[src/rtl/wave_pkg.sv]
// Shared types for the pulse/square tone source: FSM states and the packed
// configuration word (enable, period, high-time, amplitude).
package wave_pkg;

  localparam int unsigned WIDTH_P    = 12;
  localparam int unsigned PERIOD_W_P = 16;

  typedef enum logic [1:0] {
    ST_IDLE = 2'd0,
    ST_RUN  = 2'd1,
    ST_PEND = 2'd2
  } state_e;

  typedef struct packed {
    logic                  en;
    logic [PERIOD_W_P-1:0] period;
    logic [PERIOD_W_P-1:0] high;
    logic [WIDTH_P-2:0]    amp;
  } cfg_t;

endpackage

[src/rtl/pulse_phase_counter.sv]
// Phase register: advances on request, wraps to 0 at limit-1, synchronous clear.
// Exposes the next phase and the wrap strobe combinationally for the parent.
module pulse_phase_counter #(
  parameter int unsigned width_p = 16
) (
  input  logic               clk_i,
  input  logic               reset_i,
  input  logic               clr_i,
  input  logic               adv_i,
  input  logic [width_p-1:0] limit_i,
  output logic [width_p-1:0] phase_nxt_c_o,
  output logic               wrap_c_o
);

  logic [width_p-1:0] phase_q, phase_d;

  assign wrap_c_o = adv_i && (phase_q == (limit_i - width_p'(1)));

  always_comb begin
    phase_d = phase_q;
    if (clr_i || wrap_c_o) begin
      phase_d = '0;
    end else if (adv_i) begin
      phase_d = phase_q + width_p'(1);
    end
  end

  always_ff @(posedge clk_i or posedge reset_i) begin
    if (reset_i) begin
      phase_q <= '0;
    end else begin
      phase_q <= phase_d;
    end
  end

  assign phase_nxt_c_o = phase_d;

endmodule

[src/rtl/pulse_wave_gen.sv]
// Runtime-programmable pulse/square tone source on a ready/valid sample stream.
// New configs take effect only at a period boundary, so changes are glitch-free.
module pulse_wave_gen
  import wave_pkg::*;
#(
  parameter int unsigned width_p         = WIDTH_P,
  parameter int unsigned period_width_p  = PERIOD_W_P,
  parameter real         sampling_freq_p = 44100.0,
  parameter real         note_freq_p     = 440.0
) (
  input  logic                      clk_i,
  input  logic                      reset_i,
  input  logic                      cfg_valid_i,
  output logic                      cfg_ready_o,
  input  logic                      cfg_en_i,
  input  logic [period_width_p-1:0] cfg_period_i,
  input  logic [period_width_p-1:0] cfg_high_i,
  input  logic [width_p-2:0]        cfg_amp_i,
  input  logic                      ready_i,
  output logic                      valid_o,
  output logic [width_p-1:0]        data_o
);

  localparam int unsigned RESET_PERIOD = $rtoi(sampling_freq_p / note_freq_p);

  localparam cfg_t RESET_CFG = '{
    en:     1'b1,
    period: PERIOD_W_P'(RESET_PERIOD),
    high:   PERIOD_W_P'(RESET_PERIOD / 2),
    amp:    {(WIDTH_P-1){1'b1}}
  };

  state_e             state_q, state_d;
  cfg_t               act_q, act_d;
  cfg_t               pend_q, pend_d;
  cfg_t               cfg_in;
  logic               valid_q;
  logic               cfg_ready_q, cfg_ready_d;
  logic [width_p-1:0] data_q, data_d;
  logic               hs, adv, cfg_acc, wrap, clr;
  logic [period_width_p-1:0] phase_nxt;

  // Period floor of 2; high-time saturates at the period (constant +amp).
  function automatic cfg_t clamp_cfg(input cfg_t c);
    cfg_t r;
    r = c;
    if (c.period < PERIOD_W_P'(2)) r.period = PERIOD_W_P'(2);
    if (r.high > r.period) r.high = r.period;
    return r;
  endfunction

  function automatic logic [width_p-1:0] sample_of(input cfg_t c,
                                                   input logic [period_width_p-1:0] ph);
    logic [width_p-1:0] mag;
    mag = width_p'(c.amp);
    if (!c.en)            return '0;
    else if (ph < c.high) return mag;
    else                  return -mag;
  endfunction

  assign cfg_in = '{en:     cfg_en_i,
                    period: PERIOD_W_P'(cfg_period_i),
                    high:   PERIOD_W_P'(cfg_high_i),
                    amp:    (WIDTH_P-1)'(cfg_amp_i)};

  assign hs      = valid_q & ready_i;
  assign adv     = hs & (state_q != ST_IDLE);
  assign cfg_acc = cfg_valid_i & cfg_ready_q;

  pulse_phase_counter #(
    .width_p (period_width_p)
  ) u_phase (
    .clk_i         (clk_i),
    .reset_i       (reset_i),
    .clr_i         (clr),
    .adv_i         (adv),
    .limit_i       (period_width_p'(act_q.period)),
    .phase_nxt_c_o (phase_nxt),
    .wrap_c_o      (wrap)
  );

  // Next-state logic: config capture, boundary apply and state transitions.
  always_comb begin
    state_d = state_q;
    act_d   = act_q;
    pend_d  = pend_q;
    clr     = 1'b0;
    unique case (state_q)
      ST_IDLE: begin
        if (cfg_acc) begin
          act_d   = clamp_cfg(cfg_in);
          clr     = 1'b1;
          state_d = cfg_in.en ? ST_RUN : ST_IDLE;
        end
      end
      ST_RUN: begin
        if (cfg_acc && wrap) begin
          act_d   = clamp_cfg(cfg_in);
          clr     = 1'b1;
          state_d = cfg_in.en ? ST_RUN : ST_IDLE;
        end else if (cfg_acc) begin
          pend_d  = cfg_in;
          state_d = ST_PEND;
        end
      end
      ST_PEND: begin
        if (wrap) begin
          act_d   = clamp_cfg(pend_q);
          clr     = 1'b1;
          state_d = pend_q.en ? ST_RUN : ST_IDLE;
        end
      end
      default: state_d = ST_RUN;
    endcase
    cfg_ready_d = (state_d != ST_PEND);
  end

  // Output sample is computed from next-cycle config and phase, then registered.
  assign data_d = sample_of(act_d, phase_nxt);

  always_ff @(posedge clk_i or posedge reset_i) begin
    if (reset_i) begin
      state_q     <= ST_RUN;
      act_q       <= RESET_CFG;
      pend_q      <= '0;
      valid_q     <= 1'b0;
      cfg_ready_q <= 1'b0;
      data_q      <= '0;
    end else begin
      state_q     <= state_d;
      act_q       <= act_d;
      pend_q      <= pend_d;
      valid_q     <= 1'b1;
      cfg_ready_q <= cfg_ready_d;
      data_q      <= data_d;
    end
  end

  assign valid_o     = valid_q;
  assign cfg_ready_o = cfg_ready_q;
  assign data_o      = data_q;

endmodule

[config.mk]
export PLATFORM = sky130hd
export DESIGN_NAME = pulse_wave_gen
export DESIGN_NICKNAME = d
export VERILOG_FILES = /design/src/rtl/wave_pkg.sv /design/src/rtl/pulse_phase_counter.sv /design/src/rtl/pulse_wave_gen.sv
export SDC_FILE = /design/constraint.sdc
export NUM_CORES = 1
export LEC_CHECK = 0
export CAP_MARGIN = 10
export CORE_MARGIN = 4
export CORE_UTILIZATION = 45
export DETAILED_ROUTE_END_ITERATION = 6
export GPL_ROUTABILITY_DRIVEN = 0
export PLACE_DENSITY = 0.66
export SLEW_MARGIN = 20
export SYNTH_ARGS = -nofsm -noshare
export SYNTH_HDL_FRONTEND = slang
export SYNTH_SLANG_ARGS = --single-unit
[constraint.sdc]
create_clock -name clk_i -period 6.2 [get_ports clk_i]
set_input_delay 1.24 -clock clk_i [delete_from_list [all_inputs] [get_ports clk_i]]
set_output_delay 1.24 -clock clk_i [all_outputs]
set_load 0.05 [all_outputs]
After elaboration in Yosys (flattened, before gate mapping)
Cells that the tools add are included.

operators by class
  add/sub/neg operators = 3
  order comparisons = 6
  eq/ne operators = 7
  muxes and demuxes = 30
  bitwise operators = 4
  reductions and logical operators = 8

operators with widths
  cell                                                                           count
  16-bit 2-to-1 mux                                                              13
  44-bit 2-to-1 mux                                                              3
  44-bit one-hot mux with 3 select lines                                         1
  16-bit > comparator                                                            3
  16-bit by 2-bit less-than comparator with 1-bit output, second input constant  2
  12-bit 2-to-1 mux                                                              2
  16-bit by 1-bit adder with 16-bit output, second input constant                1
  16-bit equality test                                                           1
  16-bit less-than comparator                                                    1
  16-bit by 1-bit subtractor with 16-bit output, second input constant           1
  11-bit negation with 12-bit output                                             1
  2-bit 2-to-1 mux                                                               4
  2-bit != test, second input constant                                           3
  2-bit one-hot mux with 3 select lines                                          1
  1-bit 2-to-1 mux                                                               5
  4-bit AND reduction                                                            1
  1-bit bitwise AND                                                              3
  1-bit one-hot mux with 3 select lines                                          1
  3-bit AND reduction                                                            1
  3-bit nonzero test                                                             1
  2-bit by 1-bit equality test with 1-bit output, second input constant          1
  2-bit equality test, second input constant                                     1
  1-bit logical AND                                                              2
  2-bit zero test                                                                1
  other kinds (4)                                                                4

word-level totals
  bits in registers = 120
  output and inout port bits = 14

Depth between registers and ports, before layout
  word-level depth = 13
  gate-level depth with buffers = 25
  mapped depth without buffers = 24

Modules after synthesis
Synthesis repeated with hierarchy kept, for this count alone.

second synthesis, totals
  cell total of the unflattened synthesis = 805
  area total of the unflattened synthesis = 7479.7 um^2

modules (own cells, without submodules)
  module               instances  cells an instance  area an instance (um^2)  sequential area each (um^2)
  pulse_wave_gen       1          639                6057.1                   2626.3
  pulse_phase_counter  1          166                1422.6                   400.4

Worst setup path after synthesis
OpenSTA, ideal clock, no wires.

  path kind = input -> register
  start = in ready_i
  end = reg data_q[10] (netlist: data_o[10])
  setup time = 127 ps
  arrival = 5455 ps
  required time = 6073 ps
  setup slack = 618 ps
  cell stages on the path = 22
  path buffers = 5
  cell sequence = o211a_1 -> clkbuf_1 -> nand3_1 -> nor4_1 -> o2111ai_1 -> or4_1 -> buf_2 -> maj3_2 -> buf_6 -> clkbuf_1 -> a221oi_1 -> ha_1 -> a21o_1 -> a21o_1 -> a21o_1 -> a21oi_1 -> o21ai_0 -> nor3_1 -> a21o_1 -> buf_2 -> a31oi_1 -> mux2i_1

between the ends
  word-level cells in the longest chain between the ends = 11

ends and longest elaborated chain
  element                                RTL line                   RTL
  from (decl)                            pulse_wave_gen.sv:19       input logic ready_i,
  1-bit bitwise AND *                    pulse_wave_gen.sv:66       assign hs = valid_q & ready_i;
  1-bit bitwise AND *                    pulse_wave_gen.sv:67       assign adv = hs & (state_q != ST_IDLE);
  1-bit logical AND                      pulse_phase_counter.sv:17  assign wrap_c_o = adv_i && (phase_q == (limit_i - width_p'(1)));
  1-bit logical AND                      pulse_wave_gen.sv:97       if (cfg_acc && wrap) begin
  1-bit 2-to-1 mux                       pulse_wave_gen.sv:97
  1-bit one-hot mux with 3 select lines  pulse_wave_gen.sv:88       unique case (state_q)
  1-bit logical OR                       pulse_phase_counter.sv:21  if (clr_i || wrap_c_o) begin
  16-bit 2-to-1 mux                      pulse_phase_counter.sv:21
  16-bit less-than comparator            pulse_wave_gen.sv:57       else if (ph < c.high) return mag;
  12-bit 2-to-1 mux                      pulse_wave_gen.sv:57
  12-bit 2-to-1 mux *                    pulse_wave_gen.sv:56       if (!c.en) return '0;
  via data_d[10]                         pulse_wave_gen.sv:39       logic [width_p-1:0] data_q, data_d;
  to (signal assigned)                   pulse_wave_gen.sv:135      data_q <= data_d;
  to (decl)                              pulse_wave_gen.sv:39

Mark *: on every way through the listed nets, which the timed path passes. The rest lies on a longest branch. The select of a mux whose other input is x is not followed.
A chain may end at the register's enable or synchronous reset.

Worst setup path after layout
  start = in cfg_period_i[4]
  end = reg data_q[6] (netlist: data_o[6])

between the ends
  word-level cells in the longest chain between the ends = 11

ends and longest elaborated chain
  element                                                 RTL line                                    RTL
  from (decl)                                             pulse_wave_gen.sv:16                        input logic [period_width_p-1:0] cfg_period_i,
  16-bit by 2-bit less-than comparator with 1-bit output  pulse_wave_gen.sv:47                        if (c.period < PERIOD_W_P'(2)) r.period = PERIOD_W_P'(2);
  16-bit 2-to-1 mux *                                     pulse_wave_gen.sv:47
  16-bit 2-to-1 mux (on tied branches)                    pulse_wave_gen.sv:97, pulse_wave_gen.sv:90
  16-bit 2-to-1 mux                                       pulse_wave_gen.sv:88
  16-bit > comparator                                     pulse_wave_gen.sv:48                        if (r.high > r.period) r.high = r.period;
  16-bit 2-to-1 mux                                       pulse_wave_gen.sv:48
  44-bit 2-to-1 mux (on tied branches)                    pulse_wave_gen.sv:97, pulse_wave_gen.sv:90
  44-bit one-hot mux with 3 select lines *                pulse_wave_gen.sv:88
  16-bit less-than comparator *                           pulse_wave_gen.sv:57
  12-bit 2-to-1 mux *                                     pulse_wave_gen.sv:57
  12-bit 2-to-1 mux *                                     pulse_wave_gen.sv:56
  via data_d[6]                                           pulse_wave_gen.sv:39

Marked as above.

==> impl_results.md <==
- HPWL Detailed: approximately 16000 um
- FF-to-FF Start: act_q[30]
- Final core utilization: 55.8%
- Number of flops mapped to enable cells by yosys: 0
- CTS Buffer Depth: 2
- Sequential cell area: 3030 um^2
- Slowest cell delay on critical path: around 0.5 ns
- Worst hold path startpoint: pend_q[27]
- Max cap viols: 0
- Initial antenna violation count: 0
- First-pass GRT wire length: 35100 um
- Final WS setup: 0.404 ns
- Fin Clk Skew: 0.00935 ns
- Area post-placement: 8770 um^2
- DR DRC count: 0
- Fin cells: 1153
- Most common cell after layout, fill and taps aside: dfrtp_1
- Routed len/inst: 19.1 um
- Final WL: 22000 um
- Final setup fails: 0
- Vias in the first global route: about 6600
- Worst-Skew Late Latency: 0.42 ns
- Post-CTS setup buffer count: 0
- Starting Density: 46.1%
- Fmax: about 170 MHz
- Worst hold slack: 0.509 ns
- Setup TNS: 0 ns
- Final Hold Vio Count: 0
- Seq cells post-synth: 120
- Max-slew headroom: 41.0%
- IO Pins: 62
- Switching power: 1.95 mW
- DRT antenna net count: 0
- Die area: 19300 um^2
- Die height: 139 um
- Most common cell on crit path: nand4_1
- Peak supply drop: 0.317 mV
- Clock Sink Count: 120
- Logic pwr share: 48.7%
- WP data arrival: roughly 6.1 ns
- Leak: 4.20 nW
- Outcome: complete, no violations
- # diodes: 0
- Clock share of power: 19.8%
- Share of layout cells above drive strength 1: 15.8%
- Router iterations before antenna repair: 5
- CTS H-tree lvls: 4
- Pins Over Slew Limit: 0
- Worst Setup SP: cfg_period_i[4]
- CTS root buf: clkbuf_16
- Syn Inst Count: roughly 840
- Critical-path top delay cell: clkdlybuf4s50_1
- Most frequent cells in the layout: 101 x dfrtp_1, 79 x nand2_1, 66 x inv_1
- # port buffers: roughly 60
- Place WS: -0.0226 ns
- Number of library cell types mapped by synthesis: 69
- Aggregate global routing overflow: 0
- Internal power: 2.66 mW
- PnR Total Power: 4.61 mW
- Final #Nets: 1018
- Pwr dens: 495 nW/um^2
- Clk slew on worst S/H paths: approximately 0.060 ns
- CTS tree: done
- HP Class: flip-flop to flip-flop
- Gr usage total: ~23%
- Synth Area per Inst: 9.18 um^2
- # hold bufs at CTS: 0
- Via density: approximately 5.9
- Multi-input gate area: between 4000 and 5000 um^2
- CP Launch Type: input port
- Iteration-0 DRC Markers: 750
- Design area: just over 9000 um^2
- Largest net degree at the start of global routing: between 70 and 80
- Mapped Area: 7700 um^2
- Final period util: 93.5%
- Reg power frac: 31.5%
- DR vias: 6751
- Syn. warnings: 0
- Asr flop ratio synth: 100%
- Flop-to-flop setup slack: about 0.55 ns
- RSZ-0062 raised after global routing: no
- Switch share: between 40% and 50%
- Core Footprint: 16700 um^2
- Synth Net Count: 937
- Max Fanout on Critical Path: 16
- Crit path kind: input port to flip-flop
- Seq/Total Area, Yosys: 39.3%
- Placement Rows: 47
- Fill cells: 1510
- Synth Flop Type: dfrtp_1
- Area Overhead vs Synth: 21.0%
- Cell count after placement: 1121
- Post-CTS resize count: 0
- Worst path required time: 6.54 ns
- CTS Buf Count: 17
- Die W: 139 um
- Final Critical Period: 5.80 ns
- CP Capture Type: flip-flop
- Worst-Margin Slew: 0.885 ns
flip-flops by register name (all words and copies together), names as in the netlist:
| signal | count |
|---|---|
| act_q | 44 |
| pend_q | 44 |
| u_phase.phase_q | 16 |
| data_o | 12 |
| state_q | 2 |
| cfg_ready_o | 1 |
| valid_o | 1 |
cells in the mapped netlist (5+ instances only):
cell	number	area, um^2
a211oi_1	5	37.5
a21boi_1	5	37.5
a21o_1	25	188
a21oi_1	53	265
a221o_1	16	160
a221oi_1	15	131
a22oi_1	6	45.0
and3_1	6	37.5
clkbuf_1	33	124
dfrtp_1	101	2530
dfstp_2	19	499
ha_1	50	626
inv_1	67	251
mux2_2	40	450
mux2i_1	13	130
nand2_1	79	297
nand3_1	10	50.1
nand4_1	19	119
nor2_1	58	218
nor2b_1	5	31.3
nor3_1	16	80.1
nor4_1	18	113
o21ai_0	54	270
or2_2	6	37.5
or3_1	10	62.6
xnor2_1	14	123
xor2_1	18	158
cell families (layout without fill, tap and decap cells):
group                      count (synthesis)  after routing  share of synthesized area, %
and+or+nand+nor                          254            254                          16.5
xor gates and xnor gates                  32             32                          3.64
buffers and inverters                    105            199                          5.34
muxes                                     53             53                          7.53
other                                      1              1                        0.0487
DFF                                      120            120                          39.3
AOI/OAI and AO/OA                        222            222                          19.3
adders and majority gates                 52             52                          8.40
metal layers:
layer  global-route usage, %  wire (um)  vias up
li1                        -          -     3210
met4                    6.44        351        0
met3                    4.72       1540       26
met2                    33.4       9710      245
met5                       0          0        -
met1                    33.5      10400     3270
worst max-delay path, delay by kind of cell:
| family | cells | cell delay, ns |
|---|---|---|
| buffers and inverters | 3 | 0.83 |
| AND/OR/NAND/NOR | 13 | 2.38 |
| AO/OA/AOI/OAI | 7 | 1.19 |
| adder cells (fa/ha/maj) | 2 | 0.51 |
cell type report:
| cell class | count | share of cell area (%) |
|---|---|---|
| multi-input cells | 614 | 46.2 |
| flip-flops and latches | 120 | 32.5 |
| repair buffers | 99 | 9.87 |
| clock buffers | 19 | 4.64 |
| well taps | 220 | 2.95 |
| inverters | 68 | 2.76 |
| clock inverters | 13 | 1.15 |
path summary, 6_finish.rpt:
| path | depth (start not counted) | to |
|---|---|---|
| worst max register to register | 20 | data_o[1] |
| max in group asynchronous | 3 | u_phase.phase_q[6] |
| worst max-delay path | 25 | data_o[6] |
| min in group asynchronous | 2 | pend_q[10] |
| worst min-delay path | 1 | pend_q[27] |
| worst min register to register | 1 | pend_q[27] |
power groups by stage:
stage                     logic, mW  registers (mW)  clock network [mW]
after floorplan                1.55            1.43                   0
after global placement         2.17            1.45                   0
after detailed placement       2.21            1.45                   0
after CTS                      2.23            1.45               0.925
after global routing           2.48            1.49               0.963
final                          2.24            1.46               0.914
Power figures use the tool's default switching activity.
